$ cat src/rtl/sonar_trigger_seq.sv
// ---------------------------------------------------------------------------
// sonar_trigger_seq
//
// Measurement sequencer for an ultrasonic ranging sensor. It sits directly
// upstream of the echo-timing stage. For each attempt it:
//   1. raises the sensor trigger for TRIG_CYCLES cycles,
//   2. waits up to ECHO_TIMEOUT cycles for the echo-timing stage to report
//      that the echo rose (triggerSuc),
//   3. waits up to MEAS_TIMEOUT cycles for a finished distance (valid),
//   4. idles for HOLDOFF_CYCLES cycles so that echoes from this ping die out
//      before the next one is sent.
// Lost or absent echoes end the attempt with a timeout pulse. A saturating
// error counter keeps track of the timeouts.
//
// Ports:
//   clk         system clock
//   rst         asynchronous, active-high reset
//   enable      level; high = run measurements back to back
//   triggerSuc  1-cycle pulse from the echo-timing stage: echo rose
//   valid       1-cycle pulse from the echo-timing stage: distance valid
//   distance    echo width in cycles, sampled when valid = 1
//   trigger     sensor trigger line (registered)
//   meas_valid  1-cycle pulse: meas_dist was just updated
//   meas_dist   last captured distance, held until the next capture
//   timeout     1-cycle pulse: the current attempt failed
//   err_count   saturating count of timeouts
//   busy        high in any state other than IDLE
//   seq_state   state encoding: IDLE=0 TRIG=1 WAIT_ECHO=2 MEASURE=3 HOLDOFF=4
// ---------------------------------------------------------------------------
module sonar_trigger_seq #(
   parameter int DisLen         = 16,
   parameter int TRIG_CYCLES    = 500,
   parameter int ECHO_TIMEOUT   = 1500000,
   parameter int MEAS_TIMEOUT   = 131088,
   parameter int HOLDOFF_CYCLES = 2500000,
   parameter int CNT_W          = 22
) (
   input  logic              clk,
   input  logic              rst,
   input  logic              enable,
   input  logic              triggerSuc,
   input  logic              valid,
   input  logic [DisLen:0]   distance,
   output logic              trigger,
   output logic              meas_valid,
   output logic [DisLen:0]   meas_dist,
   output logic              timeout,
   output logic [7:0]        err_count,
   output logic              busy,
   output logic [2:0]        seq_state
);

   typedef enum logic [2:0] {
      S_IDLE      = 3'd0,
      S_TRIG      = 3'd1,
      S_WAIT_ECHO = 3'd2,
      S_MEASURE   = 3'd3,
      S_HOLDOFF   = 3'd4
   } state_t;

   // Terminal counts: the counter starts at 0 on state entry, so the last
   // cycle of an N-cycle interval is the one with count N-1.
   localparam logic [CNT_W-1:0] TRIG_LAST = CNT_W'(TRIG_CYCLES - 1);
   localparam logic [CNT_W-1:0] ECHO_LAST = CNT_W'(ECHO_TIMEOUT - 1);
   localparam logic [CNT_W-1:0] MEAS_LAST = CNT_W'(MEAS_TIMEOUT - 1);
   localparam logic [CNT_W-1:0] HOLD_LAST = CNT_W'(HOLDOFF_CYCLES - 1);

   state_t            state_q, state_d;
   logic [CNT_W-1:0]  cnt_q, cnt_d;
   logic              trigger_q, trigger_d;
   logic              meas_valid_q, meas_valid_d;
   logic [DisLen:0]   meas_dist_q, meas_dist_d;
   logic              timeout_q, timeout_d;
   logic [7:0]        err_count_q, err_count_d;

   // Next-state and next-output logic.
   // NOTE: every signal assigned here gets a default first, so no path can
   // leave one unassigned and infer a latch.
   always_comb begin
      state_d      = state_q;
      meas_valid_d = 1'b0;
      timeout_d    = 1'b0;
      meas_dist_d  = meas_dist_q;

      unique case (state_q)
         S_IDLE: begin
            if (enable) state_d = S_TRIG;
         end

         S_TRIG: begin
            // triggerSuc / valid are deliberately ignored while pinging.
            if (cnt_q == TRIG_LAST) state_d = S_WAIT_ECHO;
         end

         S_WAIT_ECHO: begin
            // Echo start takes priority over a coincident timeout.
            if (triggerSuc) begin
               state_d = S_MEASURE;
            end else if (cnt_q == ECHO_LAST) begin
               state_d   = S_HOLDOFF;
               timeout_d = 1'b1;
            end
         end

         S_MEASURE: begin
            // A result takes priority over a coincident timeout. The timeout
            // also covers an echo stage that saturates without reporting.
            if (valid) begin
               state_d      = S_HOLDOFF;
               meas_dist_d  = distance;
               meas_valid_d = 1'b1;
            end else if (cnt_q == MEAS_LAST) begin
               state_d   = S_HOLDOFF;
               timeout_d = 1'b1;
            end
         end

         S_HOLDOFF: begin
            // Always runs to completion regardless of enable.
            if (cnt_q == HOLD_LAST) state_d = S_IDLE;
         end

         default: state_d = S_IDLE;
      endcase

      // Counter restarts from zero on every state entry and rests in IDLE.
      if (state_d != state_q || state_q == S_IDLE) begin
         cnt_d = '0;
      end else begin
         cnt_d = cnt_q + CNT_W'(1);
      end

      // The trigger is registered: it follows the state being entered.
      trigger_d = (state_d == S_TRIG);

      err_count_d = err_count_q;
      if (timeout_d && err_count_q != 8'hFF) begin
         err_count_d = err_count_q + 8'd1;
      end
   end

   // NOTE: sequential state uses non-blocking assignments so every flop
   // samples the pre-edge values of the others, independent of block order.
   // NOTE: meas_dist is reset as well; it is a single held register, not a
   // memory, and downstream logic must never see an unknown distance.
   always_ff @(posedge clk or posedge rst) begin
      if (rst) begin
         state_q      <= S_IDLE;
         cnt_q        <= '0;
         trigger_q    <= 1'b0;
         meas_valid_q <= 1'b0;
         meas_dist_q  <= '0;
         timeout_q    <= 1'b0;
         err_count_q  <= 8'd0;
      end else begin
         state_q      <= state_d;
         cnt_q        <= cnt_d;
         trigger_q    <= trigger_d;
         meas_valid_q <= meas_valid_d;
         meas_dist_q  <= meas_dist_d;
         timeout_q    <= timeout_d;
         err_count_q  <= err_count_d;
      end
   end

   assign trigger    = trigger_q;
   assign meas_valid = meas_valid_q;
   assign meas_dist  = meas_dist_q;
   assign timeout    = timeout_q;
   assign err_count  = err_count_q;
   assign busy       = (state_q != S_IDLE);
   assign seq_state  = state_q;

endmodule

$ cat config.mk
export PLATFORM = sky130hd
export DESIGN_NAME = sonar_trigger_seq
export DESIGN_NICKNAME = d
export VERILOG_FILES = /design/src/rtl/sonar_trigger_seq.sv
export SDC_FILE = /design/constraint.sdc
export NUM_CORES = 1
export LEC_CHECK = 0
export ABC_AREA = 1
export CAP_MARGIN = 20
export CORE_MARGIN = 2
export CORE_UTILIZATION = 31
export DETAILED_ROUTE_END_ITERATION = 6
export SYNTH_ARGS = -nofsm -noshare
export SYNTH_HDL_FRONTEND = slang
export SYNTH_SLANG_ARGS = --single-unit
$ cat constraint.sdc
create_clock -name clk -period 4.8 [get_ports clk]
set_input_delay 0.96 -clock clk [delete_from_list [all_inputs] [get_ports clk]]
set_output_delay 0.96 -clock clk [all_outputs]
set_load 0.01 [all_outputs]
==> results.cfg, run 1 <==
[yosys]
yosysWarnings = 0
yosysSeqAreaShare_pct = 46.13
synth_nets = 380
synthCells = 356
synth.avg_cell_area_sq_um = 8.077
yosysUniqueCellTypes = 29
ys_ff_latch = 53
syn-cell-area_sq_mm = 0.002875

[worst_setup_path]
startpoint = seq_state[0]
start_kind = register
cp_data_required_time_ns = 3.84
setup.worst_path.class = reg -> out
cp.arrival_ns = 1.64
end_kind = output port
critPathMaxFanout = 5
crit-reg2reg-launch = cnt_q[0]

[clock_tree]
cts_sinks = 53
post_cts_buffers = 0
clk_latency_ns = 0.31
cts_made_buffers = 5
cts-resized-gates = 0
htree_levels = 2
cts_hold_buffers = 0
cts_tree = yes
clk_pin_slew_ns = 0.10
cts_buffer_depth = 2
clock-root-buffer = clkbuf_8

[detailed_routing]
drt_iter0_markers = 87
drcViolationCount = 0
drt-pass1-iter-count = 4
wl_per_cell_um = 11.99
antenna_left = 0
routed_via_density = 4.618
wirelength_mm = 6.282
via_count = 2420

[placement]
place_ws_ns = 1.998
dpl.hpwl_mm = 4.790
portBuffers = 53
gp_congestion = 0.9452

[die]
num_rows = 35
die_area_sq_mm = 0.01006
core-area_sq_mm = 0.009109
dieWidth_um = 100.3
die_height_um = 100.3
io-pin-count = 54
start_util_pct = 31.57

[sta]
setup_tns_ns = 0
finalCritPeriodShare_pct = 54.15
slew_headroom_pct = 54.44
skew_ns = 0.01261
setup_ws_ns = 2.201
slew_violations = 0
fmax_ghz = 0.3847
worst_pin_slew_ns = 0.6826
rsz0062_at_grt = false
finalHoldViolCount = 0
setup-violations-final = 0
min_period_ns = 2.599

[finish]
seqCellArea_sq_mm = 0.001326
utilization_pct = 39.99
diodes = 0
nFillCells = 926
multiInputGateArea_sq_mm = 0.001365
nets = 436
drive_gt1_share_pct = 11.86
syn2layout_area_growth_pct = 26.68

[grt]
grt.overflow.total = 0
grt_pass1_wl_mm = 10.95
grt_max_degree = 29
grt_antenna_before_repair = 0
grt_pass1_vias = 2390
track_usage_pct = 13.19

[power_and_ir_drop]
power_density_mw_per_mm2 = 255.8
max-vdd-ir-drop_v = 0.0001038
p_leak_nw = 1.640

[flow_run]
drv_cap = 0

[status]
status = completed

[min_path]
hold_path_class = reg -> reg
worstHoldStart = meas_dist[3]
[kinds of logic after synthesis]
logic type,count (synthesis),synth area share [%]
DFF,53,46.13
adders and majority gates,2,0.8702
buffers and inverters,44,6.396
xor gates and xnor gates,25,7.615
AOI/OAI and AO/OA,5,1.393
and+or+nand+nor,227,37.60
[routing by layer]
| layer | vias up | wire length (um) | track usage, % |
|---|---|---|---|
| li1 | 1224 | - | - |
| met1 | 1128 | 2977 | 17.08 |
| met2 | 61 | 2910 | 22.92 |
| met3 | 7 | 341 | 2.716 |
| met4 | 0 | 53 | 2.529 |
| met5 | - | 0 | 0 |
[power breakdown]
| group | total (mW) | switching, mW | internal (mW) |
|---|---|---|---|
| Combinational | 0.133 | 0.0716 | 0.0614 |
| Sequential | 0.492 | 0.0238 | 0.469 |
| Clock | 0.306 | 0.149 | 0.157 |
| Total | 0.932 | 0.245 | 0.687 |
[cells in the final DEF, fill, tap and decap left out, drive strengths merged, types with 3 or more instances in the layout]
master         Yosys  routed
nor2              64      64
clkbuf             1       6
nand2            106     106
clkdlybuf4s50      0      53
nand3             32      32
inv               37      37
xor2              19      19
nor3              12      12
o21ai              3       3
xnor2              6       6
dfrtp             53      53
nand4             10      10
[critical path, cell delays in order, from the launching register on]
cell             delay (ns)
dfrtp_1                0.44
nor2_1                 0.15
inv_1                  0.07
nor2_1                 0.15
inv_1                  0.06
clkdlybuf4s50_1        0.48
[final timing paths]
path	slack, ns	depth (start not counted)	endpoint
setup reg to reg	2.51	9	cnt_q[14]
hold reg to reg	0.48	2	meas_dist[3]
min in group asynchronous	1.03	2	cnt_q[6]
hold / removal	0.48	2	meas_dist[3]
setup / recovery	2.20	5	busy
max in group asynchronous	3.22	3	seq_state[0]
[synth_stat cells]
cell,n,area share [%]
nor2_2,20,4.4
dfrtp_1,53,46
nor4_1,1,0.22
nor2_1,40,5.2
clkbuf_1,1,0.13
nand2_2,4,0.87
nand3_2,3,1.0
nand2_1,102,13
nand4_2,1,0.44
o21ai_0,1,0.17
inv_1,36,4.7
nor2_4,4,1.6
o32ai_1,1,0.30
nor4_2,1,0.44
buf_2,3,0.52
nand3_1,28,4.9
nor3_1,10,1.7
ha_1,2,0.87
nand3_4,1,0.61
clkinv_1,1,0.13
o2111ai_1,1,0.30
xor2_1,19,5.8
xnor2_1,6,1.8
inv_2,1,0.13
nand3b_1,1,0.26
nor3_2,2,0.70
o21ai_2,2,0.61
buf_6,2,0.78
nand4_1,9,2.0
[sequential cells by signal, indices dropped and copies added (netlist names)]
name,flops
seq_state,3
err_count,8
meas_dist,17
meas_valid,1
timeout,1
cnt_q,22
trigger,1
[per-stage QoR]
step / power [mW] / instances / hold slack [ns] / cell area, sq um
3_5_place_dp: 0.6370 / 516 / 0.4582 / 3531
6_report: 0.9315 / 524 / 0.4797 / 3642
4_1_cts: 0.9445 / 524 / 0.4829 / 3642
5_1_grt: 0.9794 / 524 / 0.5094 / 3642
3_3_place_gp: 0.6317 / 515 / 0.4525 / 3511
2_1_floorplan: 0.5828 / 356 / 0.4697 / 2875
[area by class of cell]
cell class	count	share of cell area (%)
clock buffer	6	1.992
inverter	38	3.916
tap	111	3.813
clock inverter	2	1.065
sequential	53	36.41
multi-input combinational	259	37.48
timing repair buffer	55	15.32
No activity file was read; power rests on OpenSTA's default activity.
==> inputs of run 2 (changes only) <==
- clock period: 4.8 -> 2.3 ns (I/O delays scaled with it)
==> run 2 against run 1 <==
Setup slack lost 2.1 ns. First-iteration DRC count grew 46%. Die area is the same. Wire length grew 2.7%. Via count is essentially flat. Final area grew 1.4%.
==> results.cfg, run 2 (synthesized netlist as in run 1, its figures left out) <==
[status]
status = completed

[flow_run]
drv_cap = 0

[placement]
gp_congestion = 0.9616
dpl.hpwl_mm = 4.971
place_ws_ns = 0.3289
portBuffers = 53

[detailed_routing]
drcViolationCount = 0
drt_iter0_markers = 127
antenna_left = 0
via_count = 2421
wirelength_mm = 6.449
wl_per_cell_um = 12.26
routed_via_density = 4.603
drt-pass1-iter-count = 4

[min_path]
hold_path_class = in -> async

[clock_tree]
clk_latency_ns = 0.31
clock-root-buffer = clkbuf_8
cts_made_buffers = 5
cts_sinks = 53
cts_hold_buffers = 0
cts_buffer_depth = 2
cts-resized-gates = 0
clk_pin_slew_ns = 0.10
post_cts_buffers = 0
cts_tree = yes
htree_levels = 2

[worst_setup_path]
critPathMaxFanout = 5
setup.worst_path.class = reg -> out
end_kind = output port
cp.arrival_ns = 1.70
r2r_slack_ns = 0.35
crit-reg2reg-launch = cnt_q[0]
startpoint = seq_state[0]
cp_data_required_time_ns = 1.84
start_kind = register

[sta]
setup_tns_ns = 0
setup-violations-final = 0
skew_ns = 0.01074
setup_ws_ns = 0.1400
min_period_ns = 2.160
rsz0062_at_grt = false
finalCritPeriodShare_pct = 93.92
worst_pin_slew_ns = 0.4569
worst_hold_slack_ns = 0.4476
slew_headroom_pct = 69.35
slew_violations = 0
fmax_ghz = 0.4630
finalHoldViolCount = 0

[grt]
track_usage_pct = 13.93
grt.overflow.total = 0
grt_pass1_vias = 2416
grt_antenna_before_repair = 0
grt_pass1_wl_mm = 11.37
grt_max_degree = 27

[power_and_ir_drop]
p_total_mw = 2.063
power_switching_uw = 511.5
internal_power_mw = 1.551
switching_share_pct = 24.80
max-vdd-ir-drop_v = 0.0003404
p_seq_share_pct = 49.8
power_density_mw_per_mm2 = 558.7
p_leak_nw = 1.667
clockPowerShare_pct = 36.1
pwr-share-comb_pct = 14.2

[die]
core-area_sq_mm = 0.009109
dieWidth_um = 100.3
die_area_sq_mm = 0.01006
io-pin-count = 54
start_util_pct = 31.57
num_rows = 35
die_height_um = 100.3

[finish]
drive_gt1_share_pct = 12.53
multiInputGateArea_sq_mm = 0.001365
seqCellArea_sq_mm = 0.001326
diodes = 0
utilization_pct = 40.54
layout.cells.most_common_list = nand2_1 (102), dfrtp_1 (53), clkdlybuf4s50_1 (53)
final_common_cell = nand2_1
nets = 438
syn2layout_area_growth_pct = 28.42
largest_reg_flops = 22
top_register = cnt_q
nFillCells = 961
## run 2: area by class of cell
cell class                      count  area share [%]
Clock buffer                        5           1.864
Clock inverter                      3           1.762
Inverter                           38           3.863
Multi-Input combinational cell    259           36.97
Sequential cell                    53           35.92
Tap cell                          111           3.761
Timing Repair Buffer               57           15.86
## run 2: worst paths after layout
path / endpoint / cells after the start
setup / recovery: busy / 5
hold / removal: err_count[7] / 2
setup reg to reg: cnt_q[0] / 9
hold reg to reg: meas_dist[2] / 2
max in group asynchronous: cnt_q[11] / 3
min in group clk: meas_dist[2] / 2
## run 2: worst max-delay path, stage by stage, from the launching register on
cell             delay (ns)
dfrtp_1                0.44
nor2_1                 0.17
inv_1                  0.07
nor2_1                 0.17
inv_1                  0.06
clkdlybuf4s50_1        0.47
## run 2: routing by layer
| metal | wire length (um) | vias to the layer above | track usage (%) |
|---|---|---|---|
| met5 | 0 | - | 0 |
| met4 | 82 | 0 | 3.899 |
| met3 | 352 | 9 | 2.994 |
| met2 | 2991 | 62 | 22.97 |
| met1 | 3022 | 1114 | 18.51 |
| li1 | - | 1236 | - |
## run 2: metrics by stage
stage          area, sq um  instances
6_report              3692        526
5_1_grt               3692        526
4_1_cts               3692        526
3_5_place_dp          3558        518
3_3_place_gp          3558        518
2_1_floorplan         2875        356
## run 2: power by group through the flow
stage / clock network, mW / logic, mW / registers [mW]
finish: 0.744 / 0.293 / 1.03
global route: 0.807 / 0.330 / 1.04
CTS: 0.767 / 0.300 / 1.03
detailed placement: 0 / 0.298 / 1.05
global placement: 0 / 0.295 / 1.05
floorplan: 0 / 0.169 / 1.05
==> inputs of run 3 (changes only) <==
- CORE_MARGIN: 2 -> not set
- PLACE_DENSITY: not set -> 0.53
==> run 3 against run 2 <==
The flow now finishes with violations (DRC). Combinational power barely moved. Power down 4.7%. Sequential power barely moved. Clock skew grew 0.00065 ns. Hold slack improved by 0.029 ns. Register-to-register slack hardly changed. Sequential share of layout area grew 0.28 points. Critical path depth unchanged. Final area is 0.78% lower. Clock-buffer cell count rose by 2. Setup slack gained 0.085 ns. Sequential cell count did not move.
==> results.cfg, run 3 (synthesized netlist as in run 1, its figures left out) <==
[grt]
grt_antenna_before_repair = 0
grt.overflow.total = 0
grt_pass1_vias = 2354
grt_max_degree = 54
grt_pass1_wl_mm = 11.45
track_usage_pct = 14.54

[worst_setup_path]
path_cells = nor2_1 -> inv_1 -> nor2_1 -> inv_1 -> clkdlybuf4s50_1
end_kind = output port
path_buf_inv = 3
cp_data_required_time_ns = 1.84
start_kind = register
cp_top_family = buffers and inverters
setup.worst_path.class = reg -> out
cp_slowest_cell = clkdlybuf4s50_1
cpPeakStageDelay_ns = 0.49
critPathMaxFanout = 5
cp.arrival_ns = 1.61

[status]
status = complete, but fails checks
violations = DRC

[die]
start_util_pct = 32.49
core-area_sq_mm = 0.008848
die_area_sq_mm = 0.009664
die_height_um = 98.31
dieWidth_um = 98.31
io-pin-count = 54
num_rows = 34

[finish]
top_register = cnt_q
largest_reg_flops = 22
syn2layout_area_growth_pct = 27.42
nets = 437
final_common_cell = nand2_1
drive_gt1_share_pct = 12.08
final_cell_count_no_fill = 522
layout.cells.most_common_list = nand2_1 (102), dfrtp_1 (53), clkdlybuf4s50_1 (53)
utilization_pct = 41.40
diodes = 0

[sta]
setup-violations-final = 0
slew_headroom_pct = 68.98
skew_ns = 0.01140
slew_violations = 0
min_period_ns = 2.075
finalCritPeriodShare_pct = 90.21
setup_tns_ns = 0
finalHoldViolCount = 0
rsz0062_at_grt = false
fmax_ghz = 0.4820
worst_pin_slew_ns = 0.4625

[power_and_ir_drop]
p_total_mw = 1.966
p_leak_nw = 1.652
max-vdd-ir-drop_v = 0.0002326
power_density_mw_per_mm2 = 536.7

[clock_tree]
cts_tree = yes
htree_levels = 2
cts_sinks = 53
clk_pin_slew_ns = 0.09
cts-resized-gates = 0
cts_hold_buffers = 0
cts_made_buffers = 5
clock-root-buffer = clkbuf_8
cts_buffer_depth = 2
clk_latency_ns = 0.30
post_cts_buffers = 0

[placement]
portBuffers = 53
dpl.hpwl_mm = 4.924
dpl.cell_count = 514
gp_congestion = 0.8461

[detailed_routing]
drt-pass1-iter-count = 7
antenna_left = 0
drcViolationCount = 9
wirelength_mm = 6.546
routed_via_density = 4.559
wl_per_cell_um = 12.54
via_count = 2380
drt_iter0_markers = 112

[min_path]
hold_path_class = reg -> reg

[flow_run]
drv_cap = 0
==> run 3: final timing paths <==
| path | start | cells after the start | slack, ns | to |
|---|---|---|---|---|
| hold reg to reg | meas_dist[5] | 2 | 0.48 | meas_dist[5] |
| hold / removal | meas_dist[5] | 2 | 0.48 | meas_dist[5] |
| max in group asynchronous | rst | 3 | 1.52 | cnt_q[13] |
| min in group asynchronous | rst | 3 | 0.53 | meas_dist[1] |
| setup reg to reg | cnt_q[0] | 9 | 0.34 | cnt_q[21] |
| setup / recovery | seq_state[0] | 5 | 0.23 | busy |
==> run 3: routing by layer <==
| metal | share of wire [%] | GRT usage, % |
|---|---|---|
| met5 | 0 | 0 |
| met4 | 1.6 | 4.133 |
| met3 | 6.3 | 2.577 |
| met1 | 47 | 20.14 |
| met2 | 45 | 23.35 |
==> run 3: worst register-to-register path, stage by stage (launching register included) <==
cell	delay, ns
dfrtp_1	0.41
ha_1	0.29
nand3_4	0.19
nor2_1	0.17
nand3_2	0.12
nand3_1	0.16
nand4_1	0.13
nand3_2	0.11
buf_12	0.20
nor2_1	0.06
==> run 3: per-stage QoR <==
step	instance area, sq um	setup WS (ns)	hold slack [ns]
floorplan	2875	0.5538	0.4697
global placement	3547	0.3482	0.4549
detailed placement	3547	0.3172	0.4609
CTS	3664	0.1929	0.4847
global route	3664	0.08296	0.5117
finish	3664	0.2251	0.4769
==> run 3: where the power goes <==
group	internal, mW	total, mW	switching (mW)
clock network	0.355	0.648	0.293
logic	0.140	0.292	0.152
registers	0.978	1.03	0.0485
==> run 3: area by class of cell <==
class	instances	area (sq um)
Tap cell	108	135.1
Inverter	38	142.6
Sequential cell	53	1326
Timing Repair Buffer	56	578.1
Multi-Input combinational cell	259	1365
Clock buffer	7	86.33
Clock inverter	1	30.03
Fill cell	904	5185
